File: src/rtl/wb_arb_pkg.sv
// Shared types for the two-master Wishbone arbiter.
// Imported by the arbiter top and its transaction tracker.
package wb_arb_pkg;

  typedef enum logic [1:0] {
    IDLE = 2'd0,
    GNT0 = 2'd1,
    GNT1 = 2'd2
  } arb_state_t;

  typedef enum logic {
    M0 = 1'b0,
    M1 = 1'b1
  } owner_t;

  localparam logic [31:0] ERR_DAT_DEF = 32'h0;

endpackage

File: src/rtl/if_wb.sv
// Wishbone B4 pipelined bus bundle.
// Member names are from the master's point of view.
interface if_wb;
  logic        cyc;
  logic        stb;
  logic        we;
  logic [3:0]  sel;
  logic [31:0] adr;
  logic [31:0] dat_o;
  logic [31:0] dat_i;
  logic        ack;
  logic        stall;

  modport master (
    output cyc, stb, we, sel, adr, dat_o,
    input  dat_i, ack, stall
  );

  modport slave (
    input  cyc, stb, we, sel, adr, dat_o,
    output dat_i, ack, stall
  );
endinterface

File: src/rtl/wb_txn_tracker.sv
// Outstanding-request counter and slave-response watchdog
// for the current bus tenure.
module wb_txn_tracker #(
  parameter int MAX_OUT = 4,
  parameter int TIMEOUT = 1024
) (
  input  logic clk_i,
  input  logic rst_i,
  input  logic accept_i,
  input  logic s_ack_i,
  input  logic clear_i,
  output logic at_limit_o,
  output logic outstanding_nz_o,
  output logic synth_ack_o,
  output logic timeout_o
);

  localparam int CW = $clog2(MAX_OUT + 1);
  localparam int WW = $clog2(TIMEOUT + 1);

  logic [CW-1:0] cnt_q, cnt_d;
  logic [WW-1:0] wdog_q, wdog_d;
  logic          real_ack, dec, nz;

  assign nz               = cnt_q != '0;
  assign at_limit_o       = cnt_q == CW'(MAX_OUT);
  assign outstanding_nz_o = nz;

  // A real ack in the same cycle always beats the synthetic one.
  assign synth_ack_o = nz & ~s_ack_i & ~clear_i
                     & (wdog_q == WW'(TIMEOUT - 1));
  assign timeout_o   = synth_ack_o;
  assign real_ack    = s_ack_i & nz;
  assign dec         = real_ack | synth_ack_o;

  always_comb begin
    cnt_d = cnt_q;
    if (clear_i)
      cnt_d = '0;
    else if (accept_i & ~dec)
      cnt_d = cnt_q + CW'(1);
    else if (dec & ~accept_i)
      cnt_d = cnt_q - CW'(1);
  end

  always_comb begin
    wdog_d = wdog_q + WW'(1);
    if (clear_i | s_ack_i | ~nz | synth_ack_o)
      wdog_d = '0;
  end

  always_ff @(posedge clk_i or negedge rst_i) begin
    if (!rst_i) begin
      cnt_q  <= '0;
      wdog_q <= '0;
    end else begin
      cnt_q  <= cnt_d;
      wdog_q <= wdog_d;
    end
  end

endmodule

File: src/rtl/wb_arbiter2.sv
// Two-master round-robin Wishbone B4 pipelined arbiter
// with outstanding tracking and response watchdog.
module wb_arbiter2
  import wb_arb_pkg::*;
#(
  parameter int          MAX_OUT = 4,
  parameter int          TIMEOUT = 1024,
  parameter logic [31:0] ERR_DAT = ERR_DAT_DEF
) (
  input  logic       clk_i,
  input  logic       rst_i,
  if_wb.slave        m0,
  if_wb.slave        m1,
  if_wb.master       s,
  output logic [1:0] grant,
  output logic       timeout
);

  arb_state_t  state_q;
  owner_t      last_q;
  logic [1:0]  grant_q;

  logic        own0, own1;
  logic        pick0, pick1, rel;
  logic        o_cyc, o_stb, o_we;
  logic [3:0]  o_sel;
  logic [31:0] o_adr, o_dat;
  logic        s_stb, accept;
  logic        stall_o, ack_real, ack_o;
  logic [31:0] rd_dat;
  logic        at_limit, out_nz, synth_ack;

  assign own0 = state_q == GNT0;
  assign own1 = state_q == GNT1;

  always_comb begin
    pick0 = 1'b0;
    pick1 = 1'b0;
    rel   = 1'b0;
    unique case (state_q)
      IDLE: begin
        pick0 = m0.cyc & (~m1.cyc | last_q == M1);
        pick1 = m1.cyc & ~pick0;
      end
      GNT0: begin
        pick1 = ~m0.cyc & m1.cyc;
        rel   = ~m0.cyc & ~m1.cyc;
      end
      GNT1: begin
        pick0 = ~m1.cyc & m0.cyc;
        rel   = ~m1.cyc & ~m0.cyc;
      end
      default: rel = 1'b1;
    endcase
  end

  always_ff @(posedge clk_i or negedge rst_i) begin
    if (!rst_i) begin
      state_q <= IDLE;
      last_q  <= M1;
      grant_q <= 2'b00;
    end else begin
      unique case (1'b1)
        pick0: begin
          state_q <= GNT0;
          last_q  <= M0;
          grant_q <= 2'b01;
        end
        pick1: begin
          state_q <= GNT1;
          last_q  <= M1;
          grant_q <= 2'b10;
        end
        rel: begin
          state_q <= IDLE;
          grant_q <= 2'b00;
        end
        default: ;
      endcase
    end
  end

  assign grant = grant_q;

  always_comb begin
    o_cyc = 1'b0;
    o_stb = 1'b0;
    o_we  = 1'b0;
    o_sel = '0;
    o_adr = '0;
    o_dat = '0;
    unique case (1'b1)
      own0: begin
        o_cyc = m0.cyc;
        o_stb = m0.stb;
        o_we  = m0.we;
        o_sel = m0.sel;
        o_adr = m0.adr;
        o_dat = m0.dat_o;
      end
      own1: begin
        o_cyc = m1.cyc;
        o_stb = m1.stb;
        o_we  = m1.we;
        o_sel = m1.sel;
        o_adr = m1.adr;
        o_dat = m1.dat_o;
      end
      default: ;
    endcase
  end

  // The slave never sees a strobe the owner is being stalled on.
  assign s_stb   = o_cyc & o_stb & ~at_limit;
  assign s.cyc   = o_cyc;
  assign s.stb   = s_stb;
  assign s.we    = o_we;
  assign s.sel   = o_sel;
  assign s.adr   = o_adr;
  assign s.dat_o = o_dat;

  assign accept   = s_stb & ~s.stall;
  assign stall_o  = s.stall | at_limit;
  assign ack_real = s.ack & out_nz & o_cyc;
  assign ack_o    = ack_real | synth_ack;
  assign rd_dat   = ack_real ? s.dat_i : ERR_DAT;

  assign m0.ack   = own0 & ack_o;
  assign m0.stall = ~own0 | stall_o;
  assign m0.dat_i = rd_dat;
  assign m1.ack   = own1 & ack_o;
  assign m1.stall = ~own1 | stall_o;
  assign m1.dat_i = rd_dat;

  wb_txn_tracker #(
    .MAX_OUT (MAX_OUT),
    .TIMEOUT (TIMEOUT)
  ) u_trk (
    .clk_i            (clk_i),
    .rst_i            (rst_i),
    .accept_i         (accept),
    .s_ack_i          (s.ack),
    .clear_i          (~o_cyc),
    .at_limit_o       (at_limit),
    .outstanding_nz_o (out_nz),
    .synth_ack_o      (synth_ack),
    .timeout_o        (timeout)
  );

endmodule

File: src/flat_wrapper.sv
// flat-port wrapper written by rule: the top's interface ports become plain ports
module wb_arbiter2_flat import wb_arb_pkg::*;
#(
  parameter int          MAX_OUT = 4,
  parameter int          TIMEOUT = 1024,
  parameter logic [31:0] ERR_DAT = ERR_DAT_DEF
)
  (clk_i, rst_i, grant, timeout, m0_cyc, m0_stb, m0_we, m0_sel, m0_adr, m0_dat_o, m0_dat_i, m0_ack, m0_stall, m1_cyc, m1_stb, m1_we, m1_sel, m1_adr, m1_dat_o, m1_dat_i, m1_ack, m1_stall, s_cyc, s_stb, s_we, s_sel, s_adr, s_dat_o, s_dat_i, s_ack, s_stall);
  if_wb m0_i ();
  if_wb m1_i ();
  if_wb s_i ();
  input  logic clk_i;
  input  logic rst_i;
  output logic [1:0] grant;
  output logic timeout;
  input wire logic [$bits(m0_i.cyc)-1:0] m0_cyc;
  input wire logic [$bits(m0_i.stb)-1:0] m0_stb;
  input wire logic [$bits(m0_i.we)-1:0] m0_we;
  input wire logic [$bits(m0_i.sel)-1:0] m0_sel;
  input wire logic [$bits(m0_i.adr)-1:0] m0_adr;
  input wire logic [$bits(m0_i.dat_o)-1:0] m0_dat_o;
  output wire logic [$bits(m0_i.dat_i)-1:0] m0_dat_i;
  output wire logic [$bits(m0_i.ack)-1:0] m0_ack;
  output wire logic [$bits(m0_i.stall)-1:0] m0_stall;
  input wire logic [$bits(m1_i.cyc)-1:0] m1_cyc;
  input wire logic [$bits(m1_i.stb)-1:0] m1_stb;
  input wire logic [$bits(m1_i.we)-1:0] m1_we;
  input wire logic [$bits(m1_i.sel)-1:0] m1_sel;
  input wire logic [$bits(m1_i.adr)-1:0] m1_adr;
  input wire logic [$bits(m1_i.dat_o)-1:0] m1_dat_o;
  output wire logic [$bits(m1_i.dat_i)-1:0] m1_dat_i;
  output wire logic [$bits(m1_i.ack)-1:0] m1_ack;
  output wire logic [$bits(m1_i.stall)-1:0] m1_stall;
  output wire logic [$bits(s_i.cyc)-1:0] s_cyc;
  output wire logic [$bits(s_i.stb)-1:0] s_stb;
  output wire logic [$bits(s_i.we)-1:0] s_we;
  output wire logic [$bits(s_i.sel)-1:0] s_sel;
  output wire logic [$bits(s_i.adr)-1:0] s_adr;
  output wire logic [$bits(s_i.dat_o)-1:0] s_dat_o;
  input wire logic [$bits(s_i.dat_i)-1:0] s_dat_i;
  input wire logic [$bits(s_i.ack)-1:0] s_ack;
  input wire logic [$bits(s_i.stall)-1:0] s_stall;
  assign m0_i.cyc = m0_cyc;
  assign m0_i.stb = m0_stb;
  assign m0_i.we = m0_we;
  assign m0_i.sel = m0_sel;
  assign m0_i.adr = m0_adr;
  assign m0_i.dat_o = m0_dat_o;
  assign m0_dat_i = m0_i.dat_i;
  assign m0_ack = m0_i.ack;
  assign m0_stall = m0_i.stall;
  assign m1_i.cyc = m1_cyc;
  assign m1_i.stb = m1_stb;
  assign m1_i.we = m1_we;
  assign m1_i.sel = m1_sel;
  assign m1_i.adr = m1_adr;
  assign m1_i.dat_o = m1_dat_o;
  assign m1_dat_i = m1_i.dat_i;
  assign m1_ack = m1_i.ack;
  assign m1_stall = m1_i.stall;
  assign s_cyc = s_i.cyc;
  assign s_stb = s_i.stb;
  assign s_we = s_i.we;
  assign s_sel = s_i.sel;
  assign s_adr = s_i.adr;
  assign s_dat_o = s_i.dat_o;
  assign s_i.dat_i = s_dat_i;
  assign s_i.ack = s_ack;
  assign s_i.stall = s_stall;
  wb_arbiter2 #(.MAX_OUT(MAX_OUT), .TIMEOUT(TIMEOUT), .ERR_DAT(ERR_DAT)) u_core (.clk_i(clk_i), .rst_i(rst_i), .m0(m0_i), .m1(m1_i), .s(s_i), .grant(grant), .timeout(timeout));
endmodule
File: config.mk
export PLATFORM = sky130hd
export DESIGN_NAME = wb_arbiter2_flat
export DESIGN_NICKNAME = d
export VERILOG_FILES = /design/src/rtl/wb_arb_pkg.sv /design/src/rtl/if_wb.sv /design/src/rtl/wb_txn_tracker.sv /design/src/rtl/wb_arbiter2.sv /design/src/flat_wrapper.sv
export SDC_FILE = /design/constraint.sdc
export NUM_CORES = 1
export LEC_CHECK = 0
export CORE_AREA = 10 10 115 117
export DETAILED_ROUTE_END_ITERATION = 10
export DIE_AREA = 0 0 125 127
export PLACE_DENSITY = 0.72
export REMOVE_ABC_BUFFERS = 1
export SETUP_SLACK_MARGIN = 0.4
export SLEW_MARGIN = 30
export SYNTH_ARGS = -nofsm -noshare
export SYNTH_HDL_FRONTEND = slang
export SYNTH_SLANG_ARGS = --single-unit
export TNS_END_PERCENT = 20
File: constraint.sdc
create_clock -name clk_i -period 3.1 [get_ports clk_i]
set_clock_uncertainty 0.05 [all_clocks]
set_input_delay 0.31 -clock clk_i [delete_from_list [all_inputs] [get_ports clk_i]]
set_output_delay 0.31 -clock clk_i [all_outputs]
set_load 0.05 [all_outputs]
==> results of run 1 <==
==> critical path, cell delays in order, from the launching register on <==
cell and delay, ns:
dfrtp_1 0.40, inv_1 0.09, ha_1 0.40, inv_2 0.11
buf_12 0.20, nor2_1 0.14, clkdlybuf4s50_1 0.82
==> power by group through the flow <==
stage / clock network, mW / registers (mW) / logic, mW
floorplan: 0 / 0.298 / 1.86
global placement: 0 / 0.263 / 3.03
detailed placement: 0 / 0.265 / 3.06
CTS: 0.255 / 0.261 / 3.01
global route: 0.269 / 0.265 / 3.14
finish: 0.252 / 0.262 / 2.99
==> sequential cells by signal, indices dropped and copies added, names as in the netlist <==
register             flops
u_core.u_trk.cnt_q       3
u_core.last_q            1
u_core.state_q           2
u_core.u_trk.wdog_q     11
==> worst max-delay path by stage <==
| stage | startpoint | to | slack [ns] |
|---|---|---|---|
| 2_1_floorplan | u_core.state_q[0] | m0_dat_i[0] | -1.34 |
| 3_3_place_gp | m0_cyc | u_core.u_trk.cnt_q[2] | 0.39 |
| 3_5_place_dp | m0_cyc | u_core.u_trk.cnt_q[2] | 0.30 |
| 4_1_cts | u_core.state_q[0] | s_adr[13] | 0.31 |
| 5_1_grt | u_core.state_q[0] | s_adr[3] | 0.20 |
| 6_report | u_core.state_q[0] | s_adr[3] | 0.29 |
==> metal layers <==
layer	up-vias	global-route usage	wire length (µm)
met3	18	0.0984	2150
met2	233	0.313	7870
met4	0	0.0332	328
li1	1718	-	-
met1	1672	0.204	5760
met5	-	0	0
==> cells by family after synthesis <==
| group | Yosys count | synth area share |
|---|---|---|
| AO/OA/AOI/OAI | 95 | 0.299 |
| XOR/XNOR | 5 | 0.0185 |
| adder cells (fa/ha/maj) | 6 | 0.0349 |
| buffers and inverters | 70 | 0.163 |
| flip-flops | 17 | 0.180 |
| AND/OR/NAND/NOR | 146 | 0.305 |
==> cell type report <==
| class | instances | area share |
|---|---|---|
| Timing Repair Buffer | 323 | 0.628 |
| Multi-Input combinational cell | 252 | 0.255 |
| Sequential cell | 17 | 0.0692 |
| Tap cell | 143 | 0.0290 |
| Clock buffer | 4 | 0.0128 |
| Inverter | 10 | 0.00609 |
| Antenna cell | 1 | 0.000406 |
==> cell usage in the layout, fill, tap and decap left out, drive strengths merged, types with 6 or more instances in the layout <==
| cell | Yosys | final |
|---|---|---|
| clkdlybuf4s50 | 0 | 195 |
| nand2 | 6 | 6 |
| and2 | 32 | 32 |
| dlymetal6s2s | 0 | 19 |
| a22oi | 71 | 71 |
| buf | 41 | 88 |
| o21ai | 8 | 8 |
| nor2 | 75 | 75 |
| dlygate4sd2 | 0 | 21 |
| nor3 | 10 | 10 |
| or3 | 6 | 6 |
| inv | 10 | 10 |
| dfrtp | 16 | 16 |
==> Yosys cell counts (all sizes together), types with 3 or more instances <==
| library cell | instances | area share |
|---|---|---|
| a211oi | 5 | 0.018 |
| xnor2 | 3 | 0.011 |
| nand2 | 6 | 0.0095 |
| inv | 10 | 0.016 |
| clkbuf | 19 | 0.030 |
| nand3 | 4 | 0.011 |
| or3 | 6 | 0.016 |
| ha | 5 | 0.026 |
| nand4 | 3 | 0.0079 |
| buf | 41 | 0.12 |
| o21ai | 8 | 0.017 |
| and2 | 32 | 0.085 |
| nor3 | 10 | 0.021 |
| a22oi | 71 | 0.23 |
| dfrtp | 16 | 0.17 |
| nor2 | 75 | 0.12 |
| nor4 | 3 | 0.014 |
==> timing repair <==
action / in CTS / in global routing
buffers inserted: 0 / 0
pin swaps: 0 / 0
resized for setup: 21 / 19
setup endpoints to repair: 109 / 99
==> through the flow <==
| step | TNS (ns) | total power, mW | hold WS (ns) | setup slack (ns) | area [µm²] |
|---|---|---|---|---|---|
| global route | 0 | 3.67 | 0.482 | 0.199 | 6170 |
| global placement | 0 | 3.29 | 0.429 | 0.386 | 6050 |
| finish | 0 | 3.50 | 0.452 | 0.294 | 6170 |
| floorplan | -112.88 | 2.15 | -0.0356 | -1.34 | 2020 |
| CTS | 0 | 3.52 | 0.450 | 0.305 | 6110 |
| detailed placement | 0 | 3.32 | 0.443 | 0.297 | 6050 |
==> flow_results.org, run 1 <==
** Route
- Once detail routing completed, the nets flagged for antenna violations numbered 0.
- Total wirelength of the detailed-routed design :: 16100 µm
- For this run, the detailed router's first-pass iteration total came to 5.
- In the final routed layout, each cell accounts on average for about 21 µm.
- The detailed router placed 3641 vias in this run.
- Using the TritonRoute via totals, the vias-per-cell ratio works out to 4.85.
- Drt drc :: 0
- After the first detailed-routing iteration, the DRC count stood at 250.

** Floorplanning
- The floorplan has 39 rows.
- The die is 125 µm wide.
- Ports :: 320
- The initial utilization of the core area, before any placement, comes to 0.213.
- The die covers 15900 µm².
- Die height :: 127 µm
- Placeable core area :: 11100 µm²

** Final layout
- Of the cells placed in the final design, the portion with a size suffix greater than 1 is 0.163.
- Area delta synth->final :: 161%
- Combined area of the multi-input logic cells :: approximately 1600 µm²
- Fill cells in the final layout number 957.
- Layout net count :: 791
- Final cell count without fillers :: 750
- For this run, the share of the core covered by cells in the final layout is 0.554.
- Sequential cell area :: 427 µm²

** CTS
- Count of clock tree sinks :: 17
- Hold repair after CTS inserted 0 buffers.
- TritonCTS created 3 clock buffers.
- Insertion delay to the later sink of the worst-skew pair :: approximately 0.24 ns
- The tree is rooted in a clkbuf_16.
- Maximum number of buffers from clock root to sink :: 2
- Clock transition at the registers of the reported paths :: 0.05 ns
- CTS built an H-tree with a depth of 1.
- TritonCTS built the clock tree.

** GRT
- Entering global routing, the biggest net connects 75 pins.
- GRT Resource Usage Total :: 0.185
- Overflow after GRT :: 0
- The first global-routing pass estimated 23800 µm of wire.
- Number of antenna violations at the first check in global routing :: 1
- Via count of the first global-routing pass :: 3752

** Setup path
- For flop-to-flop paths, the worst setup slack is roughly 0.43 ns.
- Kind of start point of the critical path :: flip-flop
- Capture point of the worst reg-to-reg path :: u_core.u_trk.cnt_q[2]
- STA classifies the critical path endpoint as a primary output.
- The critical path is of the reg2out type.
- Counting cells, the worst reg-to-reg path comes to 10.
- Data on the critical path is required at its endpoint by roughly 2.7 ns.
- The worst register-to-register path begins at u_core.state_q[0].
- Critical path peak fanout :: 69
- Data on the critical path arrives at its endpoint at 2.45 ns.

** Power and ir drop
- Power density over cell area :: 567 nW/µm²
- In this run the static leakage power is 2.76 nW.
- The share of total power dissipated in the clock network is 0.072.
- Internal power :: 1.37 mW
- Of the total power, the share spent switching nets is 0.607.
- Part of the power in registers :: 0.075
- The analysis attributes to net switching a power of roughly 2.1 mW.
- Power share of the combinational group :: 0.853
- Maximum ir drop on the vdd rail :: 345 µV

** Synth
- The synthesized design contains 17 register bits.
- The cell count after synthesis came out at 339.
- The average instance in the mapped netlist occupies roughly 7 µm².
- Summing every instance area after synthesis gives 2370 µm².
- For this run, the leading register cell type out of synthesis is dfrtp_1.
- Counting flops with a built-in enable in the synthesized netlist gives 0.
- Share of flip-flops with an asynchronous set or reset :: 1.00
- Yosys synthesis warning count :: 0
- Synth cell types :: 39
- Of the synthesized area, sequential elements account for 0.180.

** STA
- Number of pins exceeding their max-slew limit in the final report :: 0
- Dividing the final minimum period by the clock period gives 0.905.
- In this run the tightest slew margin relative to its limit is 0.505.
- Achievable clock frequency :: 356 MHz
- For the pin with the worst max-slew slack, the measured transition is around 0.74 ns.
- Number of setup violations in the final report :: 0
- The total count of hold-check failures in the final report was 0.
- Unrepaired setup endpoints after global routing :: yes
- Final min period :: 2.81 ns

** Place
- Detailed placement HPWL :: roughly 14000 µm
- Final weighted congestion of routability-driven global placement :: slightly below 0.9
- After detailed placement, the design holds a cell count of 745.
- The count of buffers added on input and output ports is 319.

** Min path
- Hold Path Origin :: u_core.u_trk.wdog_q[0]
- For hold timing, the worst endpoint is u_core.u_trk.wdog_q[0].
- Hold depth :: 1
- In this run the worst hold path is classified as reg2reg.

** Run
- Across the run, the number of max-cap violations was 0.

** Run status
- The flow ran to the end, and the final reports show no timing, DRC or antenna violations.
Power figures use the tool's default switching activity.
==> inputs of run 2 (changes only) <==
--- a/config.mk
+++ b/config.mk
@@ -5,11 +5,11 @@
 export SDC_FILE = /design/constraint.sdc
 export NUM_CORES = 1
 export LEC_CHECK = 0
+export CAP_MARGIN = 20
 export CORE_AREA = 10 10 115 117
 export DETAILED_ROUTE_END_ITERATION = 10
 export DIE_AREA = 0 0 125 127
 export PLACE_DENSITY = 0.72
-export REMOVE_ABC_BUFFERS = 1
 export SETUP_SLACK_MARGIN = 0.4
 export SLEW_MARGIN = 30
 export SYNTH_ARGS = -nofsm -noshare
==> flow_results.org, run 2 (synthesized netlist as in run 1, its figures left out) <==
** Route
- Met3 wire len :: 1890 µm
- Number of detailed-routing iterations run before antenna repair :: 5
- 1st-iter DRT viols :: 349
- In the routed design, unresolved DRC markers number 0.
- The highest metal layer carrying signal wires in the routed design is met4.
- In the detailed route, the total length drawn on met2 is 8400 µm.
- After detailed routing, the average wire length per cell comes to 22.3 µm.
- The count of nets left with antenna violations once routing finished came out at 0.
- Vias/cell :: ~5.0
- The detailed router put a total of 5870 µm of wire on met1.
- The final layout contains routed wiring with a total length of 16800 µm.
- Detailed-route via count :: 3745

** Synth
- Syn nets :: 523

** GRT
- Entering global routing, the biggest net connects 66 pins.
- Number of antenna violations at the first check in global routing :: 0
- GRT Resource Usage Total :: 0.187
- Wire length of the first global-routing pass :: 23800 µm
- Overflow after GRT :: 0
- Via count of the first global-routing pass :: 3768

** STA
- The total count of hold-check failures in the final report was 0.
- Number of setup violations in the final report :: 0
- At the pin with the least slew margin, the transition time is 0.791 ns.
- On the final layout, the worst hold slack is roughly 0.45 ns.
- Worst-case headroom to the max-slew limit :: 0.471
- The smallest clock period supported by the final layout is computed as 2.84 ns.
- Static timing analysis puts the maximum clock frequency at 352 MHz.
- Of the available clock period, the critical path in the final layout requires 0.918.
- Setup repair after global routing could not meet its margin everywhere.
- The max-slew violation count is 0.
- Adding up every negative setup slack in the final design gives 0 ns.

** Power and ir drop
- Power density over cell area :: 572 nW/µm²
- Maximum ir drop on the vdd rail :: 496 µV
- Static power due to leakage :: 2.70 nW

** CTS
- Maximum number of buffers from clock root to sink :: 2
- For this design, the sink count on the clock tree is 17.
- For the worst-skew pair, the clock arrives at the later sink with an insertion delay of between 0.2 and 0.3 ns.
- H-Tree Depth :: 1
- Clock tree from TritonCTS :: yes
- Root Driver :: clkbuf_16
- Clock transition at the registers of the reported paths :: 0.05 ns
- CTS buffer count :: 3

** Place
- Final weighted congestion of routability-driven global placement :: 0.892
- Post-placement cell count :: 748
- Placed cell areas :: 6110 µm²
- Buffers placed on the I/O ports in this run total 319.
- Once detailed placement completed, the half-perimeter wirelength came to 14500 µm.

** Floorplanning
- The core region is 11100 µm².
- Ports :: 320
- The die covers 15900 µm².
- Site Rows :: 39
- The die is 127 µm tall.
- For this configuration, the core starts out at a cell density of 0.213.
- Measured along the x axis, the die boundary spans 125 µm.

** Min path
- Hold Crit Endpoint :: u_core.last_q
- Counting instances, the worst hold path has a depth of 2.
- Hold Path Origin :: u_core.last_q
- Class of the tightest hold or removal check :: reg2reg

** Final layout
- Layout net count :: 795
- The library cells used most frequently in the layout, excluding fill and tap cells, are clkdlybuf4s50_1 (209), nor2_1 (75), a22oi_1 (71).
- Number of diodes :: 0
- Final cell count without fillers :: 753
- Register ranked first by flip-flop count :: u_core.u_trk.wdog_q
- The register with the most flip-flops in the layout has 11 of them.
- The area growth from synthesis to layout is 164%.
- After routing the design area is 6250 µm².
- Commonest non-fill, non-tap cell in the layout :: clkdlybuf4s50_1
- Filler Cells Inserted :: 930
- Fraction of layout cells with a size suffix above 1 :: 0.228
- Top Registers :: u_core.u_trk.wdog_q: 11 flops, u_core.u_trk.cnt_q: 3 flops, u_core.state_q: 2 flops

** Setup path
- Critical path class :: reg2out
- Data on the critical path arrives at its endpoint at 2.48 ns.
- Register-to-Register Path Depth :: 11
- Of all nets on the critical path, the largest fanout is 39.
- Kind of start point of the critical path :: flip-flop
- Reg2Reg Launch Point :: u_core.state_q[0]
- The worst register-to-register path ends at u_core.u_trk.cnt_q[2].
- Crit end category :: primary output
- In this run the register-to-register setup slack is 0.32 ns.
- At the worst endpoint, the required time is 2.74 ns.

** Run
- Across the run, the number of max-cap violations was 0.

** Run status
- The flow ran to the end, and the final reports show no timing, DRC or antenna violations.
run 2: changes by cell type in the layout (fill, tap and decap cells not counted), moves of 3 or more:
cell / previous run / this run
and2_1: 32 / 0
and2_2: 0 / 32
clkdlybuf4s50_1: 195 / 209
dlygate4sd2_1: 21 / 11
dlymetal6s2s_1: 19 / 16
run 2: timing repair:
action	4_1_cts	5_1_grt
pin swaps	0	1
setup endpoints to repair	121	113
gates cloned	0	1
buffers inserted	0	0
hold buffers	0	0
gates resized for setup	14	22
run 2: power breakdown:
| group | switching, mW | internal [mW] | total [mW] |
|---|---|---|---|
| logic | 2.07 | 0.979 | 3.05 |
| registers | 0.0149 | 0.248 | 0.263 |
| clock network | 0.0856 | 0.175 | 0.260 |
| total | 2.17 | 1.40 | 3.57 |
run 2: layout make-up:
class,count,area [µm²],area share
tap,143,179,0.0286
sequential,17,429,0.0687
inverter,10,45.0,0.00721
clock buffer,4,78.8,0.0126
multi-input combinational,252,1620,0.260
timing repair buffer,327,3890,0.623
run 2: how the worst max path moves through the flow:
stage	from	end	slack, ns	cells past startpoint
after floorplan	u_core.state_q[0]	s_stb	0.48	5
after CTS	u_core.state_q[1]	s_dat_o[12]	0.26	6
after detailed placement	u_core.state_q[0]	u_core.u_trk.cnt_q[2]	0.30	11
after global placement	u_core.state_q[0]	s_adr[30]	0.28	5
after global routing	u_core.state_q[1]	s_dat_o[5]	0.18	6
final	u_core.state_q[1]	s_adr[17]	0.26	6
run 2: worst max-delay path, stage by stage (launching register included):
cell and delay (ns):
dfrtp_2 0.41, inv_1 0.11, ha_2 0.22, buf_4 0.38
a22oi_1 0.13, nor2_1 0.12, clkdlybuf4s50_1 0.84
run 2: per-stage QoR:
step	power [mW]	utilization	setup WS [ns]
floorplan	2.22	-	0.478
global placement	3.28	0.548	0.277
detailed placement	3.32	0.549	0.303
CTS	3.58	0.557	0.263
global route	3.75	0.561	0.179
finish	3.57	0.561	0.255
run 2: routing by layer:
metal | global-route usage | up-vias
met5 | 0 | -
met4 | 0.0711 | 0
met2 | 0.334 | 270
li1 | - | 1725
met1 | 0.193 | 1719
met3 | 0.0753 | 31
==> inputs of run 3 (changes only) <==
--- a/config.mk
+++ b/config.mk
@@ -5,8 +5,8 @@
 export SDC_FILE = /design/constraint.sdc
 export NUM_CORES = 1
 export LEC_CHECK = 0
-export CAP_MARGIN = 20
 export CORE_AREA = 10 10 115 117
+export CTS_CLUSTER_SIZE = 12
 export DETAILED_ROUTE_END_ITERATION = 10
 export DIE_AREA = 0 0 125 127
 export PLACE_DENSITY = 0.72
==> results of run 3 <==
The final DEF is identical to that of run 2; final timing and power are the same.
